--- config.mk ---
export PLATFORM = sky130hd
export DESIGN_NAME = bnn_frame_collector
export DESIGN_NICKNAME = d
export VERILOG_FILES = /design/src/rtl/bnn_pkg.sv /design/src/rtl/bnn_frame_collector.sv
export SDC_FILE = /design/constraint.sdc
export NUM_CORES = 1
export LEC_CHECK = 0
export BUFFER_PORTS_ARGS = -buffer_cell sky130_fd_sc_hd__buf_2
export CORE_MARGIN = 2
export CORE_UTILIZATION = 45
export CTS_CLUSTER_DIAMETER = 120
export DETAILED_ROUTE_END_ITERATION = 10
export PLACE_DENSITY_LB_ADDON = 0.1
export SETUP_SLACK_MARGIN = 0.3
export SLEW_MARGIN = 15
export SYNTH_ARGS = -nofsm -noshare
export SYNTH_HDL_FRONTEND = slang
export SYNTH_SLANG_ARGS = --single-unit
--- constraint.sdc ---
create_clock -name clk -period 4.6 [get_ports clk]
set_input_delay 0.92 -clock clk [delete_from_list [all_inputs] [get_ports clk]]
set_output_delay 0.92 -clock clk [all_outputs]
set_load 0.005 [all_outputs]
--- src/rtl/bnn_pkg.sv ---
// Shared types and constants for the BNN output stage: FSM state type,
// default frame width and the majority-threshold helper.
package bnn_pkg;

  typedef enum logic {
    COLLECT = 1'b0,
    HOLD    = 1'b1
  } state_t;

  localparam int BNN_FRAME_BITS = 8;

  // Majority needs strictly more ones than this (integer half, ties lose).
  function automatic int majority_threshold(input int n_bits);
    return n_bits / 2;
  endfunction

endpackage

--- src/rtl/bnn_frame_collector.sv ---
// Packs 1-bit neuron decisions into an N_BITS frame with popcount/majority.
// Frame valid the cycle after the last bit; bits arriving while a frame is held are dropped (sticky overflow).
module bnn_frame_collector
  import bnn_pkg::*;
#(
  parameter int  N_BITS = BNN_FRAME_BITS,
  localparam int CNT_W  = $clog2(N_BITS + 1)
) (
  input  logic              clk,
  input  logic              rst_n,
  input  logic              clear,
  input  logic              bit_valid,
  input  logic              bit_in,
  input  logic              frame_ready,
  output logic              frame_valid,
  output logic [N_BITS-1:0] frame_data,
  output logic [CNT_W-1:0]  frame_popcount,
  output logic              frame_majority,
  output logic              overflow
);

  localparam int IDX_W  = $clog2(N_BITS);
  localparam int THRESH = majority_threshold(N_BITS);

  state_t            state;
  logic [IDX_W-1:0]  idx;
  logic [N_BITS-1:0] shreg;
  logic [CNT_W-1:0]  cnt;

  logic [N_BITS-1:0] next_data;
  logic [CNT_W-1:0]  next_cnt;
  logic              idx_last;

  // Frame contents as they would look with the current bit merged in, so the
  // completing bit can be registered straight onto the outputs.
  always_comb begin
    next_data      = shreg;
    next_data[idx] = bit_in;
    next_cnt       = cnt + CNT_W'(bit_in);
    idx_last       = (idx == IDX_W'(N_BITS - 1));
  end

  always_ff @(posedge clk or negedge rst_n) begin
    if (!rst_n) begin
      state          <= COLLECT;
      idx            <= '0;
      shreg          <= '0;
      cnt            <= '0;
      frame_valid    <= 1'b0;
      frame_data     <= '0;
      frame_popcount <= '0;
      frame_majority <= 1'b0;
      overflow       <= 1'b0;
    end else if (clear) begin
      state       <= COLLECT;
      idx         <= '0;
      shreg       <= '0;
      cnt         <= '0;
      frame_valid <= 1'b0;
      overflow    <= 1'b0;
    end else begin
      case (state)
        COLLECT: begin
          if (bit_valid) begin
            if (idx_last) begin
              frame_data     <= next_data;
              frame_popcount <= next_cnt;
              frame_majority <= (next_cnt > CNT_W'(THRESH));
              frame_valid    <= 1'b1;
              state          <= HOLD;
              idx            <= '0;
              shreg          <= '0;
              cnt            <= '0;
            end else begin
              shreg <= next_data;
              cnt   <= next_cnt;
              idx   <= idx + 1'b1;
            end
          end
        end
        HOLD: begin
          // No skid buffer: anything arriving here, handshake cycle included, is lost.
          if (bit_valid) overflow <= 1'b1;
          if (frame_ready) begin
            frame_valid <= 1'b0;
            state       <= COLLECT;
          end
        end
        default: state <= COLLECT;
      endcase
    end
  end

endmodule

==> results of run 1 <==
worst max-delay path by stage:
stage | start | to | slack, ps | cells past startpoint
floorplan | bit_in | cnt[2] | 2720 | 4
global placement | clear | frame_popcount[1] | 2000 | 3
detailed placement | clear | frame_popcount[1] | 1950 | 3
CTS | idx[0] | frame_popcount[1] | 2180 | 4
global route | idx[0] | shreg[7] | 2010 | 5
finish | idx[0] | shreg[7] | 2210 | 5
layout make-up:
cell class	count	area [µm²]	area share, %
repair buffers	21	111.4	6.506
well taps	44	55.05	3.216
clock inverters	2	35.03	2.047
clock buffers	6	51.30	2.997
multi-input cells	92	653.1	38.16
flip-flops and latches	31	775.7	45.32
inverters	8	30.03	1.754
flip-flops by register name, indices dropped and copies added, names as in the netlist:
| register | flops |
|---|---|
| cnt | 4 |
| frame_data | 8 |
| frame_majority | 1 |
| frame_popcount | 4 |
| frame_valid | 1 |
| idx | 3 |
| overflow | 1 |
| shreg | 8 |
| state | 1 |
metal layers:
| layer | track usage, % | routed length [µm] | share of wire (%) |
|---|---|---|---|
| met5 | 0 | 0 | 0 |
| met4 | 6.991 | 42 | 1.5 |
| met3 | 6.211 | 120 | 4.3 |
| met2 | 25.56 | 1163 | 42 |
| met1 | 25.00 | 1455 | 52 |
metrics by stage:
step | util [%] | cell area [µm²] | hold WS [ps] | total power, µW | std cells
2_1_floorplan | - | 1499 | 465.1 | 319.1 | 141
3_3_place_gp | 52.02 | 1614 | 463.5 | 332.3 | 195
3_5_place_dp | 52.02 | 1614 | 480.9 | 333.5 | 195
4_1_cts | 54.80 | 1700 | 501.0 | 557.9 | 203
5_1_grt | 55.16 | 1712 | 528.7 | 580.4 | 204
6_report | 55.16 | 1712 | 498.7 | 552.8 | 204
logic make-up after synthesis:
kind of cell / Yosys count / synth area share [%]
multiplexers: 10 / 6.845
adder cells (fa/ha/maj): 5 / 4.174
AND/OR/NAND/NOR: 36 / 13.27
buffers and inverters: 18 / 5.676
XOR/XNOR: 3 / 1.753
flip-flops: 31 / 51.75
AO/OA/AOI/OAI: 38 / 16.53
critical path, cell delays in order (launching register included):
cell	delay (ps)
dfrtp_1	500
ha_1	270
ha_1	210
nor4b_2	790
nand2_1	300
o22ai_1	240
cells in the mapped netlist, types with 2 or more instances:
cell type and number:
dfrtp_1 31, nor2_1 15, a21oi_1 14, buf_2 8, inv_1 8, mux2i_1 8
o22ai_1 8, a22oi_1 6, nand2_1 6, ha_1 5, nand3b_1 3, a22o_1 2
a31o_2 2, a32o_1 2, mux2_1 2, nand3_1 2, nor3b_1 2, or4b_1 2
xnor2_1 2
report_power, final:
group	total, µW	internal (µW)	leakage, µW	switching, µW
Sequential	284	277	0.000430	6.25
Combinational	44.5	17.3	0.000380	27.2
Clock	225	128	0.0000482	96.3
Total	553	423	0.000858	130
==> results.json, run 1 <==
{
  "status": "completed",
  "drv_cap": 0,
  "period_share_pct": 51.98,
  "syn_inst": 141,
  "crit_path_end_kind": "flip-flop",
  "holdCritPathClass": "flip-flop to flip-flop",
  "setup_tns_ps": 0,
  "r2r-end": "shreg[7]",
  "tightest_slew_ps": 953.0,
  "cts_resized": 0,
  "synth_area_um2": 1499,
  "synth-edff-count": 0,
  "synth_top_area_cell": "dfrtp_1",
  "period_needed_ps": 2391,
  "hold_viol_final": 0,
  "cts_root_buf": "clkbuf_4",
  "dieArea_um2": 3809,
  "layout_common_cells": "31 x dfrtp_1, 20 x buf_2, 15 x nor2_1, 14 x a21oi_1",
  "worstSetupPathType": "flip-flop to flip-flop",
  "ys_types": 32,
  "drc_errors": 0,
  "ys_ff_latch": 31,
  "min_to": "shreg[4]",
  "clk_pin_slew_ps": 100,
  "cts_sinks": 31,
  "clock_skew_ps": 12.07,
  "viasPerCell": 5.294,
  "r2r_setup_slack_ps": 2210,
  "relSlewSlack_pct": 36.30,
  "drive_gt1_share_pct": 20.63,
  "nFillCells": 305,
  "cts_buffers": 5,
  "grt_pass1_vias": 1038,
  "antenna_found_initial": 0,
  "final.setup.worst_slack_ps": 2209,
  "layout_commonest_cell": "dfrtp_1",
  "via_count": 1080,
  "r2r_start": "idx[0]",
  "pre_cts_slack_ps": 1953,
  "arrival_ps": 2640,
  "setup_viol": 0,
  "start_kind": "flip-flop",
  "nets": 170,
  "cts_htree_levels": 2,
  "gp_congestion": 0.7236,
  "clock_latency_ps": 330,
  "port-buffer-count": 20,
  "synth_top_area_share_pct": 51.75,
  "ys_warn_count": 0,
  "async_flop_share_pct": 100.0,
  "required_ps": 4850,
  "hold_buffers": 0,
  "rr_worst_depth": 5,
  "dieWidth_um": 61.72,
  "io_pins": 21,
  "wire_per_inst_um": 13.63,
  "firstDrtPassIters": 4,
  "ys.flop_type": "dfrtp_1",
  "critPathMaxFanout": 11,
  "slew_violations": 0,
  "syn_area_per_cell_um2": 10.63,
  "coreArea_um2": 3103,
  "p_per_area_nw_per_um2": 322.9,
  "hp-start": "shreg[4]",
  "rsz0062_at_grt": "no",
  "antenna_cells": 0,
  "cts_setup_buffers": 0,
  "cts_buffer_depth": 2,
  "core.rowCount": 20,
  "area_growth_pct": 14.19,
  "start_util_pct": 48.31,
  "yosys-top-cells-area": "dfrtp_1 52%, mux2i_1 5.3%, a21oi_1 4.7%",
  "max-vdd-ir-drop_uv": 188.2,
  "dp_hpwl_mm": 1.972,
  "syn-num-nets": 152,
  "seq_area_frac_synth_pct": 51.75,
  "grtUsageTotal_pct": 17.89,
  "min_delay_path_depth": 1,
  "ant_nets": 0,
  "grt_max_degree": 32,
  "max_freq_mhz": 418.2,
  "die_h_um": 61.72,
  "wl_mm": 2.781,
  "p_leak_uw": 0.0008579,
  "cts_tree": "done",
  "grt-ovfl-total": 0,
  "drtIter0Drc": 75,
  "grt_pass1_wl_mm": 4.878
}
No activity file was read; power rests on OpenSTA's default activity.
==> run 2: changes to the inputs <==
ABC_AREA = 1   (was unset)
clock period = 2.3 ns   (was 4.6 ns; I/O delays follow)
==> run 2 against run 1 <==
Net effect: clock-buffer cell count stayed put; largest power group unchanged; synthesized cell count grew 36%; clock power grew 46%; highest routed layer unchanged; utilization fell by 3.7 points; maximum frequency increased by 35%; die area rose by 1.6%; setup slack worse by 1700 ps.
==> results.json, run 2 <==
{
  "status": "completed",
  "gp_congestion": 0.9114,
  "final.setup.worst_slack_ps": 526.5,
  "synthAdderAreaFrac_pct": 4.105,
  "layout_common_cells": "81 x nand2_1, 30 x dfrtp_1, 25 x nand3_1, 20 x buf_2, 17 x inv_1",
  "cts_buffers": 5,
  "cts_buffer_depth": 2,
  "reg_top3": "frame_data (8), shreg (8)",
  "synth-edff-count": 0,
  "via_count": 1267,
  "grt_pass1_vias": 1306,
  "grt_pass1_wl_mm": 5.913,
  "layout_commonest_cell": "nand2_1",
  "period_needed_ps": 1773,
  "arrival_ps": 2000,
  "cts_tree": "done",
  "synthTopCellsByCount": "81 x nand2_1, 31 x dfrtp_1, 25 x nand3_1",
  "p_per_area_nw_per_um2": 573.7,
  "dp_hpwl_mm": 2.285,
  "clk_pin_slew_ps": 100,
  "holdCritPathClass": "input port to asynchronous set/reset pin",
  "synth.most_common_cell": "nand2_1",
  "die_h_um": 62.20,
  "syn_area_per_cell_um2": 7.937,
  "synth_top_area_share_pct": 50.90,
  "ys_types": 16,
  "final_util_pct": 51.47,
  "port-buffer-count": 20,
  "hold_buffers": 0,
  "area_growth_pct": 10.92,
  "firstDrtPassIters": 4,
  "ys_ff_latch": 31,
  "syn_inst": 192,
  "setup_tns_ps": 0,
  "critPathMaxFanout": 17,
  "tightest_slew_ps": 682.7,
  "nets": 223,
  "rsz0062_at_grt": "no",
  "drc_errors": 0,
  "cts_resized": 0,
  "max-vdd-ir-drop_uv": 346.1,
  "coreArea_um2": 3284,
  "io_pins": 21,
  "grtUsageTotal_pct": 19.59,
  "synthSimpleGateAreaFrac_pct": 34.07,
  "synth_top_family_by_area": "simple AND/OR/NAND/NOR gates",
  "seq_area_frac_synth_pct": 50.90,
  "setup_viol": 0,
  "required_ps": 2520,
  "wl_mm": 3.195,
  "start_kind": "flip-flop",
  "synth-xor-area-share_pct": 0,
  "cts_root_buf": "clkbuf_4",
  "drive_gt1_share_pct": 16.51,
  "p_leak_uw": 0.0009757,
  "dieArea_um2": 3868,
  "synth_compound_area_share_pct": 3.284,
  "syn-num-nets": 203,
  "clock_skew_ps": 10.33,
  "core.rowCount": 21,
  "antenna_cells": 0,
  "grt_max_degree": 32,
  "cts_htree_levels": 2,
  "period_share_pct": 77.11,
  "synth_area_um2": 1524,
  "grt-ovfl-total": 0,
  "clock_latency_ps": 340,
  "crit_path_end_kind": "flip-flop",
  "drv_cap": 0,
  "antenna_found_initial": 0,
  "cts_setup_buffers": 0,
  "placed_area_um2": 1633,
  "synth_top_area_cell": "dfrtp_1",
  "synth.area.mux_share_pct": 0,
  "ys.flop_type": "dfrtp_1",
  "slew_violations": 0,
  "pre_cts_slack_ps": 525.8,
  "async_flop_share_pct": 100.0,
  "cts_sinks": 31,
  "relSlewSlack_pct": 54.49,
  "ant_nets": 0,
  "hold_viol_final": 0,
  "ys_warn_count": 0,
  "drtIter0Drc": 52,
  "dieWidth_um": 62.20,
  "fin_area_um2": 1690,
  "worstSetupPathType": "flip-flop to flip-flop",
  "start_util_pct": 46.40,
  "max_freq_mhz": 563.9,
  "fin_hold_ws_ps": 147.4,
  "wire_per_inst_um": 12.38,
  "yosys-top-cells-area": "dfrtp_1 51%, nand2_1 20%, nand3_1 8.2%",
  "viasPerCell": 4.911
}
-- run 2: cell types whose count changed after synthesis, moves of 9 or more --
cell	before	now
a21oi_1	14	0
inv_1	8	17
nand2_1	6	81
nand3_1	2	25
nor2_1	15	5
o21ai_0	1	10
-- run 2: cell type report --
type	count	area [µm²]
fill	321	1594
sequential	31	777.0
multi-input combinational	136	631.9
timing repair buffer	20	100.1
inverter	18	67.56
tap	46	57.56
clock buffer	6	51.30
clock inverter	1	5.005
-- run 2: critical path: stages, from the launching register on --
cell	delay, ps
dfrtp_1	530
ha_1	230
ha_1	180
nand2_2	70
nor2_4	280
inv_2	200
nand2_1	90
nand3_1	70
-- run 2: through the flow --
stage	instances	power [µW]
after floorplan	192	625.3
after global placement	251	651.7
after detailed placement	251	653.5
after CTS	258	983.2
after global routing	258	1025
final	258	969.7
-- run 2: kinds of logic (layout without fill, tap and decap cells) --
| logic type | count (synthesis) | count (layout) |
|---|---|---|
| AO/OA/AOI/OAI | 10 | 10 |
| flip-flops | 31 | 31 |
| buffers and inverters | 25 | 45 |
| adder cells (fa/ha/maj) | 5 | 5 |
| AND/OR/NAND/NOR | 121 | 121 |
-- run 2: report_power, final --
group          internal (µW)  total [µW]  switching, µW  leakage, µW
registers                555         567           12.5     0.000428
clock network            141         328            186    0.0000341
logic                   20.4        75.2           54.7     0.000513
total                    716         970            254     0.000976
-- run 2: path summary, 6_finish.rpt --
check	from	to	slack (ps)	depth (start not counted)
setup reg to reg	idx[1]	frame_majority	530	7
max in group asynchronous	rst_n	idx[0]	1680	1
min in group clk	frame_ready	state	340	2
setup / recovery	idx[1]	frame_majority	530	7
hold / removal	rst_n	cnt[0]	150	1
hold reg to reg	frame_data[6]	frame_data[6]	480	2
-- run 2: per-layer routing --
| metal | share of wire, % | routed length (µm) | track usage (%) |
|---|---|---|---|
| met1 | 44 | 1410 | 23.28 |
| met2 | 49 | 1564 | 33.02 |
| met3 | 4.4 | 139 | 5.072 |
| met4 | 2.5 | 80 | 9.722 |
| met5 | 0 | 0 | 0 |
==> run 3: changes to the inputs <==
clock period = 1.8 ns   (was 2.3 ns; I/O delays follow)
==> run 3 against run 2 <==
Net effect: maximum frequency is 26% higher; critical path depth did not move; sequential power is 26% higher; largest power group unchanged.
==> results.json, run 3 (synthesis gave the netlist of run 2 again) <==
{
  "cts_sinks": 31,
  "critPathMaxStageDelay_ps": 380,
  "dp_hpwl_mm": 2.244,
  "nFillCells": 322,
  "cts_buffer_depth": 2,
  "coreArea_um2": 3284,
  "area_growth_pct": 16.17,
  "critPathMaxFanout": 11,
  "r2r_start": "idx[1]",
  "io_pins": 21,
  "grt_max_degree": 32,
  "gp_congestion": 0.8094,
  "instances_no_fill": 263,
  "critPathBufInv": 1,
  "tightest_slew_ps": 694.7,
  "grt_pass1_vias": 1249,
  "required_ps": 2070,
  "start_kind": "flip-flop",
  "firstDrtPassIters": 4,
  "rsz0062_at_grt": "no",
  "relSlewSlack_pct": 53.69,
  "antenna_found_initial": 0,
  "worstSetupPathType": "flip-flop to flip-flop",
  "period_share_pct": 78.07,
  "r2r-end": "frame_majority",
  "layout_commonest_cell": "nand2_1",
  "rr_worst_depth": 7,
  "port-buffer-count": 20,
  "layout_common_cells": "81 x nand2_1, 30 x dfrtp_1, 25 x nand3_1, 20 x buf_2, 17 x inv_1",
  "drc_errors": 0,
  "holdCritPathClass": "input port to asynchronous set/reset pin",
  "p_per_area_nw_per_um2": 798.1,
  "cts_setup_buffers": 0,
  "slowest_stage": "dfrtp_1",
  "cts_tree": "done",
  "cts_buffers": 5,
  "grtUsageTotal_pct": 19.06,
  "cp_top_family": "adder cells",
  "nets": 227,
  "cts_root_buf": "clkbuf_4",
  "crit_chain": "ha_2 -> ha_2 -> nand2_2 -> nor2_4 -> buf_8 -> nand3_1 -> nand3_1",
  "drive_gt1_share_pct": 19.35,
  "die_h_um": 62.20,
  "dieArea_um2": 3868,
  "drv_cap": 0,
  "hold_buffers": 0,
  "reg_top3": "frame_data (8), shreg (8)",
  "clk_pin_slew_ps": 110,
  "clock_latency_ps": 340,
  "ant_nets": 0,
  "via_count": 1300,
  "grt-ovfl-total": 0,
  "max-vdd-ir-drop_uv": 401.1,
  "core.rowCount": 21,
  "antenna_cells": 0,
  "dieWidth_um": 62.20,
  "arrival_ps": 1680,
  "hold_viol_final": 0,
  "setup_tns_ps": 0,
  "viasPerCell": 4.943,
  "clock_skew_ps": 7.437,
  "drtIter0Drc": 57,
  "cts_htree_levels": 2,
  "slew_violations": 0,
  "period_needed_ps": 1405,
  "crit_path_end_kind": "flip-flop",
  "grt_pass1_wl_mm": 5.685,
  "wl_mm": 3.270,
  "start_util_pct": 46.40,
  "max_freq_mhz": 711.6,
  "r2r_setup_slack_ps": 390,
  "wire_per_inst_um": 12.43,
  "setup_viol": 0,
  "p_leak_uw": 0.001009,
  "dp.cells": 255,
  "status": "completed"
}
run 3: metal layers:
layer	vias to the layer above	wire length (µm)	part of all wire [%]	GRT usage [%]
li1	648	-	-	-
met1	616	1494	46	23.42
met4	0	44	1.3	8.611
met3	6	145	4.4	5.435
met2	30	1586	49	31.25
met5	-	0	0	0
run 3: through the flow:
stage | hold slack [ps] | cell area [µm²] | power (µW) | util (%) | setup slack [ps]
global placement | 439.8 | 1663 | 838.8 | 50.63 | 361.9
CTS | 76.25 | 1757 | 1426 | 53.49 | 308.0
detailed placement | 447.6 | 1663 | 842.1 | 50.63 | 332.4
floorplan | 64.41 | 1524 | 799.0 | - | 514.9
finish | 53.77 | 1770 | 1413 | 53.90 | 394.7
global route | 104.6 | 1770 | 1483 | 53.90 | 306.1
run 3: worst max path at each step:
stage,startpoint,cells after the start,endpoint
2_1_floorplan,idx[0],7,state
3_3_place_gp,bit_in,7,frame_majority
3_5_place_dp,idx[0],5,shreg[4]
4_1_cts,idx[2],6,frame_majority
5_1_grt,idx[1],7,frame_majority
6_report,idx[1],7,frame_majority
run 3: where the power goes:
group          internal [µW]  leakage (µW)  switching (µW)
combinational           33.1      0.000532            80.3
sequential               708      0.000428            8.73
clock                    328     0.0000482             254
total                   1070       0.00101             343
run 3: final cells by class:
type	instances	area, µm²	area share [%]
inverters	18	70.07	3.958
clock buffers	6	51.30	2.898
multi-input cells	136	641.9	36.25
clock inverters	2	35.03	1.979
repair buffers	24	137.6	7.774
flip-flops and latches	31	777.0	43.89
well taps	46	57.56	3.251
run 3: repair_timing:
action | CTS | global route
gates resized for setup | 2 | 5
gates cloned | 0 | 0
pin swaps | 0 | 0
endpoints found under the setup margin | 4 | 11
